**src/rtl/chacha_pkg.sv**
```systemverilog
// Shared constants and types for the ChaCha byte-serial front end.
package chacha_pkg;

    localparam int WORDS  = 16;               // state words per block, power of two
    localparam int ADDR_W = $clog2(WORDS);    // word address width

    typedef logic [31:0] word_t;

    typedef enum logic [1:0] {
        RD_IDLE  = 2'd0,
        RD_REQ   = 2'd1,
        RD_WAIT  = 2'd2,
        RD_SHIFT = 2'd3
    } rd_state_t;

endpackage

```
**src/rtl/chacha_word_packer.sv**
```systemverilog
// Load path: packs input bytes little-endian into 32-bit words and hands
// each finished word to the core over a valid/ready write port.
module chacha_word_packer
    import chacha_pkg::*;
(
    input  logic              i_clk,
    input  logic              i_rst_n,
    input  logic              i_restart,
    input  logic [7:0]        i_in_byte,
    input  logic              i_in_strobe,
    output logic              o_in_busy,
    output logic              o_overflow,
    output logic              o_wr_valid,
    input  logic              i_wr_ready,
    output logic [ADDR_W-1:0] o_wr_addr,
    output logic [31:0]       o_wr_data,
    output logic              o_load_done
);

    logic [1:0]        r_bcnt;
    word_t             r_data;
    logic              r_wr_valid;
    logic [ADDR_W-1:0] r_wr_addr;
    logic              r_overflow;
    logic              r_load_done;

    logic w_hs;
    logic w_busy;
    logic w_accept;
    logic w_last;

    // The shift register can take byte0 of the next word in the handshake
    // cycle because the current word leaves on that same edge.
    assign w_hs     = r_wr_valid & i_wr_ready;
    assign w_busy   = r_wr_valid & ~i_wr_ready;
    assign w_accept = i_in_strobe & ~w_busy;
    assign w_last   = w_accept & (r_bcnt == 2'd3);

    // Byte packing, write handshake, address and sticky overflow state.
    always_ff @(posedge i_clk or negedge i_rst_n) begin
        if (!i_rst_n) begin
            r_bcnt      <= '0;
            r_data      <= '0;
            r_wr_valid  <= 1'b0;
            r_wr_addr   <= '0;
            r_overflow  <= 1'b0;
            r_load_done <= 1'b0;
        end else if (i_restart) begin
            // Pending word is dropped; stale data bytes are overwritten later.
            r_bcnt      <= '0;
            r_wr_valid  <= 1'b0;
            r_wr_addr   <= '0;
            r_overflow  <= 1'b0;
            r_load_done <= 1'b0;
        end else begin
            if (w_accept) begin
                r_data[{r_bcnt, 3'b000} +: 8] <= i_in_byte;
                r_bcnt                        <= r_bcnt + 2'd1;
            end
            if (w_last)
                r_wr_valid <= 1'b1;
            else if (w_hs)
                r_wr_valid <= 1'b0;
            if (w_hs)
                r_wr_addr <= r_wr_addr + 1'b1;   // wraps naturally at WORDS
            r_load_done <= w_hs & (r_wr_addr == ADDR_W'(WORDS - 1));
            if (i_in_strobe & w_busy)
                r_overflow <= 1'b1;
        end
    end

    assign o_in_busy   = w_busy;
    assign o_overflow  = r_overflow;
    assign o_wr_valid  = r_wr_valid;
    assign o_wr_addr   = r_wr_addr;
    assign o_wr_data   = r_data;
    assign o_load_done = r_load_done;

endmodule

```
**src/rtl/chacha_byte_serdes.sv**
```systemverilog
// Byte-serial front end for the ChaCha block core: byte packer on the load
// side, read FSM plus byte unpacker on the result side. Paths are independent.
module chacha_byte_serdes
    import chacha_pkg::*;
(
    input  logic              i_clk,
    input  logic              i_rst_n,
    input  logic              i_restart,
    input  logic [7:0]        i_in_byte,
    input  logic              i_in_strobe,
    output logic              o_in_busy,
    output logic              o_overflow,
    output logic              o_wr_valid,
    input  logic              i_wr_ready,
    output logic [ADDR_W-1:0] o_wr_addr,
    output logic [31:0]       o_wr_data,
    output logic              o_load_done,
    input  logic              i_rd_start,
    output logic              o_rd_req,
    output logic [ADDR_W-1:0] o_rd_addr,
    input  logic              i_rd_valid,
    input  logic [31:0]       i_rd_data,
    output logic [7:0]        o_out_byte,
    output logic              o_out_valid,
    input  logic              i_out_advance,
    output logic              o_read_done
);

    chacha_word_packer u_packer (
        .i_clk       (i_clk),
        .i_rst_n     (i_rst_n),
        .i_restart   (i_restart),
        .i_in_byte   (i_in_byte),
        .i_in_strobe (i_in_strobe),
        .o_in_busy   (o_in_busy),
        .o_overflow  (o_overflow),
        .o_wr_valid  (o_wr_valid),
        .i_wr_ready  (i_wr_ready),
        .o_wr_addr   (o_wr_addr),
        .o_wr_data   (o_wr_data),
        .o_load_done (o_load_done)
    );

    rd_state_t         r_state, w_state_nx;
    logic [ADDR_W-1:0] r_widx,  w_widx_nx;
    logic [1:0]        r_bidx,  w_bidx_nx;
    word_t             r_word;
    logic              r_read_done, w_done_nx;
    logic              w_latch;

    // Read FSM state, word/byte indices, latched word and done pulse.
    always_ff @(posedge i_clk or negedge i_rst_n) begin
        if (!i_rst_n) begin
            r_state     <= RD_IDLE;
            r_widx      <= '0;
            r_bidx      <= '0;
            r_word      <= '0;
            r_read_done <= 1'b0;
        end else begin
            r_state     <= w_state_nx;
            r_widx      <= w_widx_nx;
            r_bidx      <= w_bidx_nx;
            r_read_done <= w_done_nx;
            if (w_latch)
                r_word <= i_rd_data;
        end
    end

    // Next-state logic; restart wins over every other input.
    always_comb begin
        w_state_nx = r_state;
        w_widx_nx  = r_widx;
        w_bidx_nx  = r_bidx;
        w_done_nx  = 1'b0;
        w_latch    = 1'b0;
        if (i_restart) begin
            w_state_nx = RD_IDLE;
            w_widx_nx  = '0;
            w_bidx_nx  = '0;
        end else begin
            case (r_state)
                RD_IDLE: begin
                    if (i_rd_start) begin
                        w_state_nx = RD_REQ;
                        w_widx_nx  = '0;
                        w_bidx_nx  = '0;
                    end
                end
                // The core may answer in the request cycle itself.
                RD_REQ, RD_WAIT: begin
                    if (i_rd_valid) begin
                        w_latch    = 1'b1;
                        w_state_nx = RD_SHIFT;
                        w_bidx_nx  = '0;
                    end else begin
                        w_state_nx = RD_WAIT;
                    end
                end
                RD_SHIFT: begin
                    if (i_out_advance) begin
                        if (r_bidx == 2'd3) begin
                            w_bidx_nx = '0;
                            if (r_widx == ADDR_W'(WORDS - 1)) begin
                                w_state_nx = RD_IDLE;
                                w_done_nx  = 1'b1;
                            end else begin
                                w_state_nx = RD_REQ;
                                w_widx_nx  = r_widx + 1'b1;
                            end
                        end else begin
                            w_bidx_nx = r_bidx + 2'd1;
                        end
                    end
                end
                default: w_state_nx = RD_IDLE;
            endcase
        end
    end

    assign o_rd_req    = (r_state == RD_REQ);
    assign o_rd_addr   = r_widx;
    assign o_out_valid = (r_state == RD_SHIFT);
    assign o_out_byte  = o_out_valid ? r_word[{r_bidx, 3'b000} +: 8] : 8'h00;
    assign o_read_done = r_read_done;

endmodule

```
**config.mk**
```make
export PLATFORM = sky130hd
export DESIGN_NAME = chacha_byte_serdes
export DESIGN_NICKNAME = d
export VERILOG_FILES = /design/src/rtl/chacha_pkg.sv /design/src/rtl/chacha_word_packer.sv /design/src/rtl/chacha_byte_serdes.sv
export SDC_FILE = /design/constraint.sdc
export NUM_CORES = 1
export LEC_CHECK = 0
export CAP_MARGIN = 20
export CORE_UTILIZATION = 46
export DETAILED_ROUTE_END_ITERATION = 8
export DONT_BUFFER_PORTS = 1
export PLACE_DENSITY_LB_ADDON = 0.12
export SETUP_SLACK_MARGIN = 0.15
export SLEW_MARGIN = 0
export SYNTH_ARGS = -nofsm -noshare
export SYNTH_HDL_FRONTEND = slang
export SYNTH_HIERARCHICAL = 1
export SYNTH_SLANG_ARGS = --single-unit
```
**constraint.sdc**
```tcl
create_clock -name i_clk -period 1.7 [get_ports i_clk]
set_clock_uncertainty 0.05 [all_clocks]
set_input_delay 0.17 -clock i_clk [delete_from_list [all_inputs] [get_ports i_clk]]
set_output_delay 0.17 -clock i_clk [all_outputs]
set_load 0.02 [all_outputs]
```
After elaboration in Yosys (flattened, before gate mapping) --
Index checks and enable logic that the tools add are counted.
Cells by class: add/sub/neg operators 5, multiply operators 0, divide/modulo/power cells 0, $lt $le $gt $ge 0, equal/unequal tests 12, shift operators 3, muxes and demuxes 39, bitwise logic cells 9, reductions and logical operators 11
Operator list (number):
- $bwmux 32 | 1
- $shift 8x7->32 const A | 1
- $shiftx 32x6->8 | 1
- $shiftx 8x7->32 | 1
- $mux 4 | 7
- $mux 2 | 11
- $mux 1 | 16
- $pmux 2 s3 | 2
- $ne 3x3->1 const B | 3
- $add 4x1->4 const B | 2
- $eq 2x2->1 const B | 4
- $eq 4x4->1 const B | 2
- $mux 8 | 1
- $pmux 4 s2 | 1
- $neg 5->7 | 1
- $and 1x1->1 | 6
- $ne 3x2->1 const B | 2
- $reduce_and 3->1 | 2
- $reduce_bool 2->1 | 3
- $reduce_bool 3->1 | 2
- $reduce_and 5->1 | 1
- $add 2x1->2 const B | 2
- $not 1->1 | 3
- $eq 2x1->1 const B | 1
- 3 further kinds | 3
Word-level totals: flip-flop bits (word level) 82, latch bits 0, RAM bits 0, memory bits (read-only) 0, output and inout port bits 55, memories 0

Longest topological paths before layout --
Gate-level depths: netlist of the first run.
depth after elaboration 7, depth in mapped cells 6

Hierarchy --
Netlist of the first run, hierarchy kept.
By module, submodules not included:
- chacha_byte_serdes | times used 1, cells each 153, area each 2090.8 sq um
- chacha_word_packer | times used 1, cells each 189, area each 2075.7 sq um

Least setup slack after synthesis of the first run --
OpenSTA, ideal clock, no wires.
path kind register -> register, start register u_packer.r_bcnt[0], end register u_packer.r_data[24] (netlist: u_packer/o_wr_data[24]), setup time 79 ps, arrival 1536 ps, required time 1571 ps, path slack 34 ps, stages on the path, launching flop included 6, path through dfrtp_1 -> inv_1 -> ha_1 -> nor4b_4 -> nand2_1 -> mux2i_1
Between the ends: cells in the longest elaborated chain, start to end 3, elaborated cells between the ends (all ways) 4, those cells by class add/sub: 1; shift: 2; mux: 1
Ends and longest elaborated chain:
- start, declared | line chacha_word_packer.sv:20 | logic [1:0] r_bcnt;
- start signal, assigned | line chacha_word_packer.sv:58 | r_bcnt <= r_bcnt + 2'd1;
- $neg 5->7 (*) | line chacha_word_packer.sv:57 | r_data[{r_bcnt, 3'b000} +: 8] <= i_in_byte;
- $shiftx 8x7->32 or $shift 8x7->32 (tied branches) | line chacha_word_packer.sv:57
- $bwmux 32 (*) | line chacha_word_packer.sv:57
- end signal, assigned by index | line chacha_word_packer.sv:57
- end, declared | line chacha_word_packer.sv:21 | word_t r_data;
Every way passes the cells marked *; elsewhere a longest branch is shown, timed or not. A chain may end at the register's enable or synchronous reset.

Final worst setup path of the first run --
start register r_bidx[0], end output o_out_byte[2]
Between the ends: cells in the longest elaborated chain, start to end 2
Ends and longest elaborated chain:
- start, declared | line chacha_byte_serdes.sv:46 | logic [1:0] r_bidx, w_bidx_nx;
- start signal, assigned | line chacha_byte_serdes.sv:62 | r_bidx <= w_bidx_nx;
- $shiftx 32x6->8 | line chacha_byte_serdes.sv:123 | assign o_out_byte = o_out_valid ? r_word[{r_bidx, 3'b000} +: 8] : 8'h00;
- $mux 8 | line chacha_byte_serdes.sv:123
- end, declared | line chacha_byte_serdes.sv:23 | output logic [7:0] o_out_byte,
No other way between the ends.

==> results of run 1 <==
## per-layer routing
| layer | routed length, um | GRT usage [%] | up-vias |
|---|---|---|---|
| met2 | 4679 | 33.80 | 80 |
| met3 | 568 | 5.540 | 14 |
| met4 | 155 | 7.348 | 0 |
| met5 | 0 | 0 | - |
| li1 | - | - | 1323 |
| met1 | 4614 | 30.48 | 1460 |
## layout by cell type, fill, tap and decap left out, types with 4 or more instances in the layout
master,instances
dfrtp_1,80
dlygate4sd3_1,43
inv_1,34
mux2_4,33
mux2i_1,32
nand2_1,21
buf_4,21
nand2_2,16
nand3_1,10
clkbuf_8,9
buf_6,9
mux4_2,8
and2_4,8
ha_1,6
nor4b_4,6
nor2_1,5
o21ai_0,5
a21oi_1,5
buf_12,5
ha_4,4
buf_16,4
## registers in the layout, indices dropped and copies added (netlist names), 2 cells and up
name,flops
r_word,32
u_packer/o_wr_data,32
o_rd_addr,4
u_packer/o_wr_addr,4
r_bidx,2
r_state,2
u_packer/r_bcnt,2
## power by group through the flow
stage	clock network, W	logic [W]	registers (W)
after floorplan	0	0.00127	0.00302
after global placement	0	0.00148	0.00312
after detailed placement	0	0.00152	0.00313
after CTS	0.00166	0.00215	0.00314
after global routing	0.00172	0.00252	0.00323
final	0.00162	0.00232	0.00316
## critical path, delay by kind of cell (launching register included)
family                 cells  cell delay [ns]
flip-flops                 1             0.39
multiplexers               1             0.50
AND/OR/NAND/NOR            1             0.18
buffers and inverters      2             0.23
## layout make-up
class                      instances  share of cell area (%)
multi-input combinational        204                   37.53
timing repair buffer              83                   16.28
sequential                        82                   36.68
inverter                          40                   3.060
clock inverter                     7                   1.832
tap                              108                   2.412
clock buffer                       9                   2.211
## worst min path at each step
| stage | start | end | slack [ns] | depth (start not counted) |
|---|---|---|---|---|
| after floorplan | i_rst_n | o_rd_addr[0] | -0.18 | 0 |
| after global placement | i_rst_n | r_state[1] | -0.17 | 0 |
| after detailed placement | i_rst_n | o_read_done | -0.17 | 0 |
| after CTS | i_rst_n | o_read_done | -0.57 | 0 |
| after global routing | i_rst_n | o_read_done | -0.58 | 0 |
| final | i_rst_n | o_rd_addr[3] | -0.55 | 0 |
## cell families after synthesis
family	count (synthesis)	share of synthesized area, %
AOI/OAI and AO/OA	28	4.354
xor gates and xnor gates	2	0.4205
adders and majority gates	12	3.604
buffers and inverters	56	6.787
DFF	82	49.25
muxes	74	21.89
and+or+nand+nor	88	13.69
## through the flow
step	instances	util (%)	hold slack, ns	setup slack (ns)
6_report	533	63.92	-0.5529	-0.1588
5_1_grt	533	63.92	-0.5767	-0.2249
4_1_cts	526	61.65	-0.5694	-0.1685
3_5_place_dp	454	50.49	-0.1730	0.05124
3_3_place_gp	454	50.49	-0.1731	0.06967
2_1_floorplan	342	-	-0.1756	0.1208
## what timing repair did
item | in CTS | in global routing
gates resized for setup | 70 | 40
setup endpoints to repair | 61 | 78
gates cloned | 4 | 0
pin swaps | 11 | 17
hold endpoints to repair | 164 | 82
buffers inserted | 8 | 7
==> results.tsv, run 1 <==
metric	value	unit
wl_per_cell	18.79	um
slew_headroom	47.64	%
dp_hpwl	5752	um
synthesis.area	4166	um2
crit_start	r_bidx[0]	
pwr-share-comb	32.7	%
criticalPathCategory	register to output pin	
hold_viol	82	
synth_top_cell_area_share	49.25	%
slew_violations	0	
async_flop_share	100.0	%
synthDistinctLibCells	41	
via_per_inst	5.398	
synth_seq_area_share	49.25	%
drv_cap	0	
grt_pass1_wl	16240	um
drc	0	
fin_setup_tns	-1.216	ns
switching_share	31.64	%
power.leakage	2.493	nW
hold_buffers	44	
yosys.area.top_type	dfrtp_1	
vias	2877	
io_buffers	0	
grt_overflow	0	
fin_crit	1.859	ns
multi_input_area	2102	um2
io_pins	103	
ys_top_cells_by_count	82 x dfrtp_1, 38 x inv_1, 37 x nand2_1	
cts.reportedPaths.clkPinSlew	0.10	ns
rsz0062_at_grt	yes	
fp.dieH	97.17	um
holdCritPathClass	input port to async pin	
place_area	4424	um2
arrival	1.64	ns
reg2reg_slack	-0.06	ns
drt-total-wl	10020	um
htree_levels	3	
post-route-period-util	109.3	%
nets	480	
grt_pass1_vias	2979	
max_freq	538.0	MHz
power.switching	0.002249	W
cts_buffers	9	
seqPwrFrac	44.5	%
drive_above_1_share	36.24	%
setup_violations	9	
worst_ep_required_time	1.48	ns
clock_sinks	82	
ant_nets	0	
worst_pin_slew	0.7829	ns
fillers	697	
clkPwrFrac	22.8	%
gr-usage-all-layers	22.00	%
ys_ff_latch	82	
areaGrowthSynthToFinish	34.44	%
synth.avg_cell_area	12.18	um2
clk_latency	0.35	ns
status	complete, but fails checks	
ys.flop_type	dfrtp_1	
synth.top_cells.by_area	dfrtp_1 49%, mux2_2 8.9%, mux2i_1 7.9%	
start_util	47.54	%
worst_slack	-0.1588	ns
syn-num-nets	402	
drt-initial-drc-count	102	
ir_worst_vdd	0.0008291	V
syn_inst	342	
r2r-start	r_bidx[0]	
worstPathCellList	buf_6, buf_12, mux4_2, and2_4	
antenna_cells	0	
max_stage_delay	0.50	ns
synth-edff-count	0	
cts_tree	yes	
stdcell_area	5602	um2
cts_buffer_depth	2	
gp_congestion	0.7465	
antenna_found_initial	0	
first_pass_iters	4	
rows	34	
holdWs	-0.5529	ns
crit_path_end	o_out_byte[2]	
seqCellArea	2054	um2
start_kind	register	
p_int	0.004858	W
core_area	8763	um2
cp_max_fo	5	
yosysMostFrequentCell	dfrtp_1	
die_w	97.17	um
root_buffer	clkbuf_8	
grt_max_degree	83	
r2r_end	r_bidx[0]	
power_density	1269	nW/um2
synth_warnings	6	
cp-end-kind	output pin	
violations	hold timing, setup timing	
power	0.007107	W
rr_worst_depth	5	
cpMaxStageDelayCell	mux4_2	
die-area	9442	um2
Power figures use the tool's default switching activity.
==> inputs of run 2 (changes only) <==
==> constraint.sdc (replaced) <==
create_clock -name i_clk -period 2.3 [get_ports i_clk]
set_clock_uncertainty 0.05 [all_clocks]
set_input_delay 0.23 -clock i_clk [delete_from_list [all_inputs] [get_ports i_clk]]
set_output_delay 0.23 -clock i_clk [all_outputs]
set_load 0.02 [all_outputs]
==> results.tsv, run 2 (synthesized netlist as in run 1, its figures left out) <==
metric	value	unit	change
fin_crit	2.022	ns	
first_pass_iters	4		unchanged
areaGrowthSynthToFinish	17.42	%	was 34.44%
dp_cells	442		was 454
drt-initial-drc-count	127		was 102
wl_per_cell	17.44	um	was 18.79 um
grt_pass1_vias	2852		was 2979
start_util	47.54	%	unchanged
drv_cap	0		unchanged
clk_latency	0.35	ns	about the same
gr-usage-all-layers	19.76	%	was 22.00%
cts.reportedPaths.clkPinSlew	0.09	ns	was 0.10 ns
worst_ep_required_time	2.02	ns	was 1.48 ns
crit_start	r_bidx[0]		unchanged
criticalPathCategory	register to output pin		unchanged
nets	451		was 480
cp_max_fo	11		was 5
postLayoutCoreUtil	55.83	%	was 63.92%
io_pins	103		unchanged
rsz0062_at_grt	no		was yes
cp_num_buf_inv	0		was 2
post-route-period-util	87.90	%	
slew_headroom	51.60	%	was 47.64%
cts_tree	yes		unchanged
power.leakage	2.088	nW	was 2.493 nW
core_area	8763	um2	unchanged
grt_pass1_wl	14660	um	was 16240 um
drt-total-wl	8788	um	was 10020 um
holdWs	-0.4918	ns	was -0.5529 ns
antenna_found_initial	0		unchanged
htree_levels	3		unchanged
slew_violations	0		unchanged
fin_setup_tns	0	ns	was -1.216 ns
cpMaxStageDelayCell	mux4_1		was mux4_2
io_buffers	0		unchanged
gp_congestion	0.7115		was 0.7465
antenna_cells	0		unchanged
arrival	1.74	ns	was 1.64 ns
grt_overflow	0		unchanged
worstPathCellList	mux4_1, and2_1		was buf_6, buf_12, mux4_2, and2_4
vias	2719		was 2877
worst_pin_slew	0.7236	ns	was 0.7829 ns
crit_path_end	o_out_byte[0]		was o_out_byte[2]
fin_cells	504		was 533
grt_max_degree	83		unchanged
drive_above_1_share	17.93	%	was 36.24%
start_kind	register		unchanged
power_density	892.7	nW/um2	was 1269 nW/um2
reg2reg_slack	0.32	ns	was -0.06 ns
ir_worst_vdd	0.0004849	V	was 0.0008291 V
violations	hold timing		was hold timing, setup timing
max_freq	494.6	MHz	
dp_hpwl	5640	um	was 5752 um
ant_nets	0		unchanged
fp.dieH	97.17	um	unchanged
rr_worst_depth	5		unchanged
crit_cells	2		was 4
cp-end-kind	output pin		unchanged
final_common_cell	dfrtp_1		unchanged
hold_viol	82		unchanged
rows	34		unchanged
root_buffer	clkbuf_8		unchanged
drc	0		unchanged
via_per_inst	5.395		was 5.398
clock_sinks	82		unchanged
max_stage_delay	0.58	ns	was 0.50 ns
hold_buffers	44		unchanged
r2r-start	u_packer/r_bcnt[0]		was r_bidx[0]
r2r_end	u_packer/o_wr_data[30]		was r_bidx[0]
path_delay_family	multiplexers		unchanged
die_w	97.17	um	unchanged
holdCritPathClass	input port to async pin		unchanged
die-area	9442	um2	unchanged
power	0.004367	W	was 0.007107 W
cts_buffer_depth	2		unchanged
cts_buffers	9		unchanged
status	complete, but fails checks		unchanged
final_cell_mix	81 x dfrtp_1, 44 x dlygate4sd3_1, 38 x inv_1, 37 x nand2_1		was 80 x dfrtp_1, 43 x dlygate4sd3_1, 34 x inv_1, 33 x mux2_4, 32 x mux2i_1
setup_violations	0		was 9
==> run 2: worst reg2reg max path, delay by kind of cell (launching register included) <==
family                   cells  cell delay, ns
AND/OR/NAND/NOR              2            0.58
flip-flops                   1            0.53
adder cells (fa/ha/maj)      1            0.41
multiplexers                 1            0.17
buffers and inverters        1            0.16
==> run 2: report_power, final <==
part	switching, W	internal (W)
clock	0.000560	0.000404
combinational	0.000460	0.000643
sequential	0.000423	0.00188
total	0.00144	0.00292
==> run 2: area by class of cell <==
cell class	instances	area (um2)
well taps	108	135.1
fillers	762	3871
clock buffers	10	127.6
flip-flops and latches	82	2053
inverters	40	166.4
clock inverters	6	50.05
repair buffers	54	528.0
multi-input cells	204	1832
==> run 2: how the worst min path moves through the flow <==
stage | startpoint | to | slack (ns) | depth (start not counted)
finish | i_rst_n | r_word[19] | -0.49 | 0
global route | i_rst_n | r_state[0] | -0.52 | 0
CTS | i_rst_n | r_state[1] | -0.51 | 0
detailed placement | i_rst_n | r_state[0] | -0.11 | 0
global placement | i_rst_n | r_state[0] | -0.11 | 0
floorplan | i_rst_n | o_rd_addr[0] | -0.12 | 0
==> run 2: metrics by stage <==
stage	area [um2]	setup slack, ns
2_1_floorplan	4167	0.6342
3_3_place_gp	4258	0.3926
3_5_place_dp	4258	0.3403
4_1_cts	4877	0.2521
5_1_grt	4892	0.1751
6_report	4892	0.2782
==> run 2: what timing repair did <==
item,4_1_cts,5_1_grt
buffers inserted,0,2
resized for setup,1,0
setup endpoints to repair,8,5
hold endpoints to repair,162,82
pin swaps,0,1
==> run 2: routing by layer <==
layer,up-vias,GRT usage (%),wire [um]
met4,0,6.200,104
met5,-,0,0
li1,1274,-,-
met2,78,30.44,4126
met3,8,6.403,588
met1,1359,26.52,3969
